`src/rtl/alu_pkg.sv`:
```
// Shared ALU opcode encodings and FSM state type for the multi-cycle ALU
// and the alu_control decoder.
package alu_pkg;

  localparam logic [3:0] ALU_AND   = 4'b0000;
  localparam logic [3:0] ALU_OR    = 4'b0001;
  localparam logic [3:0] ALU_ADD   = 4'b0010;
  localparam logic [3:0] ALU_SUB   = 4'b0110;
  localparam logic [3:0] ALU_SLT   = 4'b0111;
  localparam logic [3:0] ALU_NOR   = 4'b1100;
  localparam logic [3:0] ALU_MULTU = 4'b1000;
  localparam logic [3:0] ALU_DIVU  = 4'b1001;

  typedef enum logic [1:0] {
    ST_IDLE,
    ST_CALC,
    ST_DONE
  } state_t;

  function automatic logic is_multicycle(input logic [3:0] op);
    return (op == ALU_MULTU) || (op == ALU_DIVU);
  endfunction

endpackage

```
`src/rtl/muldiv_iter.sv`:
```
// Iterative unsigned shift-add multiplier / restoring divider sharing one
// 2*WIDTH accumulator; go loads operands, last flags the final iteration.
module muldiv_iter
  import alu_pkg::*;
#(
  parameter int unsigned WIDTH = 32
) (
  input  logic             clk,
  input  logic             rst_n,
  input  logic             go,
  input  logic             step,
  input  logic             op_div,
  input  logic [WIDTH-1:0] a,
  input  logic [WIDTH-1:0] b,
  output logic             last,
  output logic [WIDTH-1:0] lo_next,
  output logic [WIDTH-1:0] hi_next
);

  localparam int unsigned CW = $clog2(WIDTH);

  logic [2*WIDTH-1:0] acc;
  logic [2*WIDTH-1:0] acc_next;
  logic [WIDTH-1:0]   operand_b;
  logic               div_q;
  logic [CW-1:0]      count;
  logic [WIDTH:0]     sum;
  logic [WIDTH:0]     trial;
  logic [WIDTH:0]     diff;
  logic               fits;

  // Upper half is partial product / partial remainder; lower half shifts out
  // multiplier bits or shifts in quotient bits.
  always_comb begin
    sum      = {1'b0, acc[2*WIDTH-1:WIDTH]} + (acc[0] ? {1'b0, operand_b} : '0);
    trial    = acc[2*WIDTH-1:WIDTH-1];
    diff     = trial - {1'b0, operand_b};
    fits     = trial >= {1'b0, operand_b};
    acc_next = acc;
    if (div_q) begin
      if (fits) acc_next = {diff[WIDTH-1:0], acc[WIDTH-2:0], 1'b1};
      else      acc_next = {trial[WIDTH-1:0], acc[WIDTH-2:0], 1'b0};
    end else begin
      acc_next = {sum, acc[WIDTH-1:1]};
    end
  end

  always_ff @(posedge clk) begin
    if (!rst_n) begin
      acc       <= '0;
      operand_b <= '0;
      div_q     <= 1'b0;
      count     <= '0;
    end else if (go) begin
      acc       <= {{WIDTH{1'b0}}, a};
      operand_b <= b;
      div_q     <= op_div;
      count     <= CW'(WIDTH - 1);
    end else if (step) begin
      acc <= acc_next;
      if (count != '0) count <= count - 1'b1;
    end
  end

  assign last    = (count == '0);
  assign lo_next = acc_next[WIDTH-1:0];
  assign hi_next = acc_next[2*WIDTH-1:WIDTH];

endmodule

```
`src/rtl/multicycle_alu.sv`:
```
// Multi-cycle ALU: single-cycle logic/arithmetic ops plus iterative MULTU/DIVU
// behind a start/ready/done handshake.
module multicycle_alu
  import alu_pkg::*;
#(
  parameter int unsigned WIDTH = 32
) (
  input  logic             clk,
  input  logic             rst_n,
  input  logic             start,
  input  logic [3:0]       alu_control,
  input  logic [WIDTH-1:0] A,
  input  logic [WIDTH-1:0] B,
  output logic             ready,
  output logic             done,
  output logic [WIDTH-1:0] result,
  output logic [WIDTH-1:0] result_hi,
  output logic             zero,
  output logic             div_by_zero
);

  state_t           state;
  logic             div_q;
  logic             bz_q;
  logic             accept;
  logic             go;
  logic             last;
  logic [WIDTH-1:0] alu_y;
  logic [WIDTH-1:0] lo_next;
  logic [WIDTH-1:0] hi_next;

  assign ready  = (state != ST_CALC);
  assign done   = (state == ST_DONE);
  assign accept = start && ready;
  assign go     = accept && is_multicycle(alu_control);

  always_comb begin
    alu_y = '0;
    case (alu_control)
      ALU_AND: alu_y = A & B;
      ALU_OR:  alu_y = A | B;
      ALU_ADD: alu_y = A + B;
      ALU_SUB: alu_y = A - B;
      ALU_SLT: alu_y = {{(WIDTH-1){1'b0}}, ($signed(A) < $signed(B))};
      ALU_NOR: alu_y = ~(A | B);
      default: alu_y = '0;
    endcase
  end

  muldiv_iter #(.WIDTH(WIDTH)) u_muldiv (
    .clk     (clk),
    .rst_n   (rst_n),
    .go      (go),
    .step    (state == ST_CALC),
    .op_div  (alu_control == ALU_DIVU),
    .a       (A),
    .b       (B),
    .last    (last),
    .lo_next (lo_next),
    .hi_next (hi_next)
  );

  always_ff @(posedge clk) begin
    if (!rst_n) begin
      state       <= ST_IDLE;
      result      <= '0;
      result_hi   <= '0;
      zero        <= 1'b1;
      div_by_zero <= 1'b0;
      div_q       <= 1'b0;
      bz_q        <= 1'b0;
    end else begin
      case (state)
        ST_IDLE, ST_DONE: begin
          if (accept) begin
            if (is_multicycle(alu_control)) begin
              state <= ST_CALC;
              div_q <= (alu_control == ALU_DIVU);
              bz_q  <= (B == '0);
            end else begin
              state       <= ST_DONE;
              result      <= alu_y;
              result_hi   <= '0;
              zero        <= (alu_y == '0);
              div_by_zero <= 1'b0;
            end
          end else begin
            state <= ST_IDLE;
          end
        end
        ST_CALC: begin
          // Capture the final iteration's value on the same edge it is computed.
          if (last) begin
            state       <= ST_DONE;
            result      <= lo_next;
            result_hi   <= hi_next;
            zero        <= (lo_next == '0);
            div_by_zero <= div_q && bz_q;
          end
        end
        default: state <= ST_IDLE;
      endcase
    end
  end

endmodule

```
`config.mk`:
```
export PLATFORM = sky130hd
export DESIGN_NAME = multicycle_alu
export DESIGN_NICKNAME = d
export VERILOG_FILES = /design/src/rtl/alu_pkg.sv /design/src/rtl/muldiv_iter.sv /design/src/rtl/multicycle_alu.sv
export SDC_FILE = /design/constraint.sdc
export NUM_CORES = 1
export LEC_CHECK = 0
export CORE_ASPECT_RATIO = 0.7
export CORE_MARGIN = 2
export CORE_UTILIZATION = 50
export CTS_CLUSTER_SIZE = 8
export DETAILED_ROUTE_END_ITERATION = 10
export PLACE_DENSITY = 0.7
export SYNTH_ARGS = -nofsm -noshare
export SYNTH_HDL_FRONTEND = slang
export SYNTH_HIERARCHICAL = 1
export SYNTH_SLANG_ARGS = --single-unit
```
`constraint.sdc`:
```
create_clock -name clk -period 8.9 [get_ports clk]
set_input_delay 2.225 -clock clk [delete_from_list [all_inputs] [get_ports clk]]
set_output_delay 2.225 -clock clk [all_outputs]
set_load 0.05 [all_outputs]
```
==> summary by stage <==
Floorplan
The core region area is 0.0357 mm2. The initial cell density of the core is 0.505. The x dimension of the die is 231 um. The count of pins on the block boundary is 139. The standard-cell row count is 58. The die covers 0.0376 mm2. The die is 163 um tall.

Setup path
The critical register-to-register path endpoint is zero$_SDFFE_PN1P_. The kind of critical path is in2reg. The standard cell with the maximum stage delay on the critical path is a211oi_2. Of all nets on the critical path, the largest fanout is 14.

The number of logic stages on the critical path including buffering is 14. At the worst endpoint, the required time is 9280 ps. Measured in cells, the most critical reg-to-reg path has a length of 13. The setup slack on the worst flop-to-flop path is 4460 ps. Walking the worst path, the cells encountered are clkdlybuf4s50_1 -> inv_1 -> ha_1 -> a21oi_1 -> o21ai_1 -> a211oi_2 -> a21oi_1 -> a221o_1 -> a21oi_1 -> nand3_1 -> nor4_1 -> and4_1 -> nand4_1 -> nand3_1.

The critical path's largest stage delay is 820 ps. STA classifies the critical path endpoint as a register. For the worst setup path, the data arrival time is 7230 ps. The worst setup path startpoint is B[6].

On the critical path the largest part of the delay comes from compound AO/OA/AOI/OAI gates. The startpoint of the most critical register-to-register path is state[0]$_SDFFE_PN0N_. The combined buffer and inverter count along the critical path is 2. STA classifies the critical path startpoint as an input pin.

The library cell appearing most often on the critical path is a21oi_1. In this run the worst setup path terminates at zero$_SDFFE_PN1P_.

Timing
Hold is met by 451 ps. The time the worst path needs with I/O delays and setup is 6850 ps. The number of endpoints failing setup at the final stage is 0. The slew of the pin with the lowest slew margin is 1400 ps. The total negative setup slack is 0 ps. The setup slack of the critical path after layout is 2050 ps. The number of hold violations in the final report is 0.

Derived from the worst setup path, the maximum achievable clock frequency is 0.146 GHz. The worst relative slew slack is 0.0602. Setup repair after global routing left no endpoint under its margin.

Across the routed clock network, the largest skew measured is 12.3 ps. The fraction of the cycle the final worst path needs is 0.769. The final count of pins violating max slew came to 0.

Global route
In the global route stage, met3 resource usage came out at 0.103. The wire length of the first global-routing pass is 108 mm. The global routing stage identified its most utilized layer as met1. The pin count of the biggest net entering global routing is 71.

For met2 alone, demand over resource in global routing was 0.519. The initial antenna violation count is 2. Global routing finished with a remaining overflow of 0. In the global route stage, met1 resource usage came out at 0.558. The aggregate global-route resource usage is 0.376. The via count of the first global-routing pass is 17500.

Clock tree
The number of buffers inserted by hold repair at cts is 0. The H-tree was split into 4 levels. The cell sitting at the root of the clock tree is a clkbuf_16. The setup fix buffers added after clock tree synthesis is 0.

No sink is reached through more buffers than the 2 on the longest clock path. The clock drives 172 sinks. The number of clock buffers inserted by TritonCTS is 17. Clock-pin slew was measured on the worst setup and hold paths at 70 ps. TritonCTS built the clock tree. In this run, post-CTS repair resized a total of 0 instances. The clock reaches the later pin of the worst-skew pair after 460 ps.

Logic synthesis
The average cell area after synthesis is 7.53 um2. The number of nets produced by synthesis is 2643. The dominant register cell in the synthesized netlist is dfxtp_1. The synthesis-stage register bit count is 172. Synthesis instantiated 104 different standard cells from the library. Of the synthesized area, sequential elements account for 0.191. The synthesized netlist cell count is 2394. The count of warnings emitted by yosys is 6.

After synthesis the cells add up to 0.0180 mm2. The number of flops mapped to enable cells by yosys is 0. Of all flip-flops after synthesis, the portion carrying an async set or reset was 0.

Place
The congestion estimate from routability-driven global placement came to 1.01. The final HPWL from detailed placement is 55.5 mm. The standard cell area after detailed placement is 0.0197 mm2. OpenSTA, run right after detailed placement, puts the worst setup slack at 1960 ps. The number of buffer cells added on primary ports is 138. In this run, placement finished with an instance count of 2896.

Routing
The routed design has 72.4 mm of wire. The detailed router finished its first iteration with 2562 violations. The post-route antenna net violation count is 0. The routed layout has 19100 vias. The average wire length per cell after detail routing is 24.7 um. For this run, design rule violations remaining after detail routing come to 0. The first-pass detailed-route iteration total is 7.

After detailed routing, the number of vias per cell comes to 6.54.

Final layout
The top cell types in the final layout, fill and taps aside, are nor2_1, ha_1, dfxtp_1. In the final layout, the share of cells above drive strength 1 is 0.0686. The post-route cell area is 0.0203 mm2.

Compared with the post-synthesis result, the final layout area differs by 12.4%. The layout has 3399 filler cells. The utilization of the core after routing is 0.568. The leading cell type in the layout, fill and taps excluded is nor2_1. The final-stage net count is 2684. The finished layout holds 2929 standard cells, fillers aside.

Power
Of the total power, the clock network draws 0.315. The analysis attributes to cell leakage a power of 8.74 nW. Summed over all nets, the switching power comes to 0.975 mW. Of the total power, registers draw 0.321.

The portion of total power attributed to combinational logic is 0.363. The worst IR drop on VDD is 0.000132 V. The total power draw is 2.53 mW.

The fraction of power spent switching nets is 0.385. The design internal power is 1.56 mW. Dividing total power by cell area gives a power density of 125 mW/mm2.

Min path
The min-delay analysis places its worst path in the category reg2reg.

Status
The run finished with clean final reports.

Flow run
The max-cap check violation count is 0.
-- worst reg2reg max path, delay by kind of cell, from the launching register on --
kind	cells	cell delay, ps
buf+inv	3	1620
flops	1	510
simple gates	8	1950
compound gates	2	300
-- cell usage after synthesis, types with 32 or more instances --
| master | count | area, um2 |
|---|---|---|
| dfxtp_1 | 172 | 3440 |
| nand3_1 | 32 | 160 |
| a21o_1 | 60 | 450 |
| mux2_2 | 33 | 372 |
| a21boi_0 | 43 | 323 |
| or3_1 | 40 | 250 |
| nand2_1 | 150 | 563 |
| mux2i_1 | 75 | 751 |
| nor2b_1 | 69 | 432 |
| nor3_1 | 45 | 225 |
| clkbuf_1 | 100 | 375 |
| nor2_1 | 285 | 1070 |
| ha_1 | 174 | 2180 |
| a211oi_1 | 33 | 248 |
| and2_1 | 52 | 325 |
| nor4_1 | 34 | 213 |
| a21oi_1 | 162 | 811 |
| xnor2_1 | 41 | 359 |
| o21ai_0 | 99 | 495 |
| inv_1 | 158 | 593 |
-- routing by layer --
metal	routed length, um	vias up	part of all wire
met3	8570	132	0.12
li1	-	8759	-
met1	33600	9092	0.46
met4	2000	2	0.028
met2	28100	1163	0.39
met5	95	-	0.0013
-- how the worst min path moves through the flow --
stage                                  startpoint                        to  slack [ps]  depth (start not counted)
after global placement    result[28]$_SDFFE_PN0P_   result[28]$_SDFFE_PN0P_         440                          1
after floorplan                 bz_q$_SDFFE_PN0P_  div_by_zero$_SDFFE_PN0P_         450                          2
after global routing      result[28]$_SDFFE_PN0P_   result[28]$_SDFFE_PN0P_         480                          1
final                     result[31]$_SDFFE_PN0P_   result[31]$_SDFFE_PN0P_         450                          2
after detailed placement  result[31]$_SDFFE_PN0P_   result[31]$_SDFFE_PN0P_         440                          2
after CTS                 result[31]$_SDFFE_PN0P_   result[31]$_SDFFE_PN0P_         450                          2
-- cell type report --
cell class,instances,area [um2],share of cell area
multi-input cells,1918,13400,0.663
flip-flops and latches,172,3450,0.170
repair buffers,163,1560,0.0772
inverters,163,612,0.0302
well taps,480,601,0.0296
clock buffers,24,492,0.0243
clock inverters,8,106,0.00525
diodes,1,2.50,0.000123
-- registers in the layout (all words and copies together), names as in the netlist --
| register | flops |
|---|---|
| u_muldiv/acc | 64 |
| state | 2 |
| u_muldiv/operand_b | 32 |
| bz_q | 1 |
| zero | 1 |
| u_muldiv/div_q | 1 |
| result_hi | 32 |
| result | 32 |
| u_muldiv/count | 5 |
| div_q | 1 |
| div_by_zero | 1 |
-- power by group through the flow --
stage	Clock, mW	Combinational (mW)	Sequential, mW
after floorplan	0	0.564	0.860
final	0.798	0.920	0.813
after CTS	0.807	0.888	0.812
after detailed placement	0	0.883	0.830
after global routing	0.833	0.975	0.815
after global placement	0	0.882	0.829
-- cell families (layout without fill, tap and decap cells) --
family | count (synthesis) | count (layout) | synth area share
AO/OA/AOI/OAI | 740 | 740 | 0.295
XOR/XNOR | 60 | 60 | 0.0292
adder cells (fa/ha/maj) | 178 | 178 | 0.125
buffers and inverters | 304 | 358 | 0.0676
flip-flops | 172 | 172 | 0.191
multiplexers | 110 | 110 | 0.0635
other | 0 | 1 | 0
AND/OR/NAND/NOR | 830 | 830 | 0.228
Note: power is estimated with default switching activity, not from simulation.
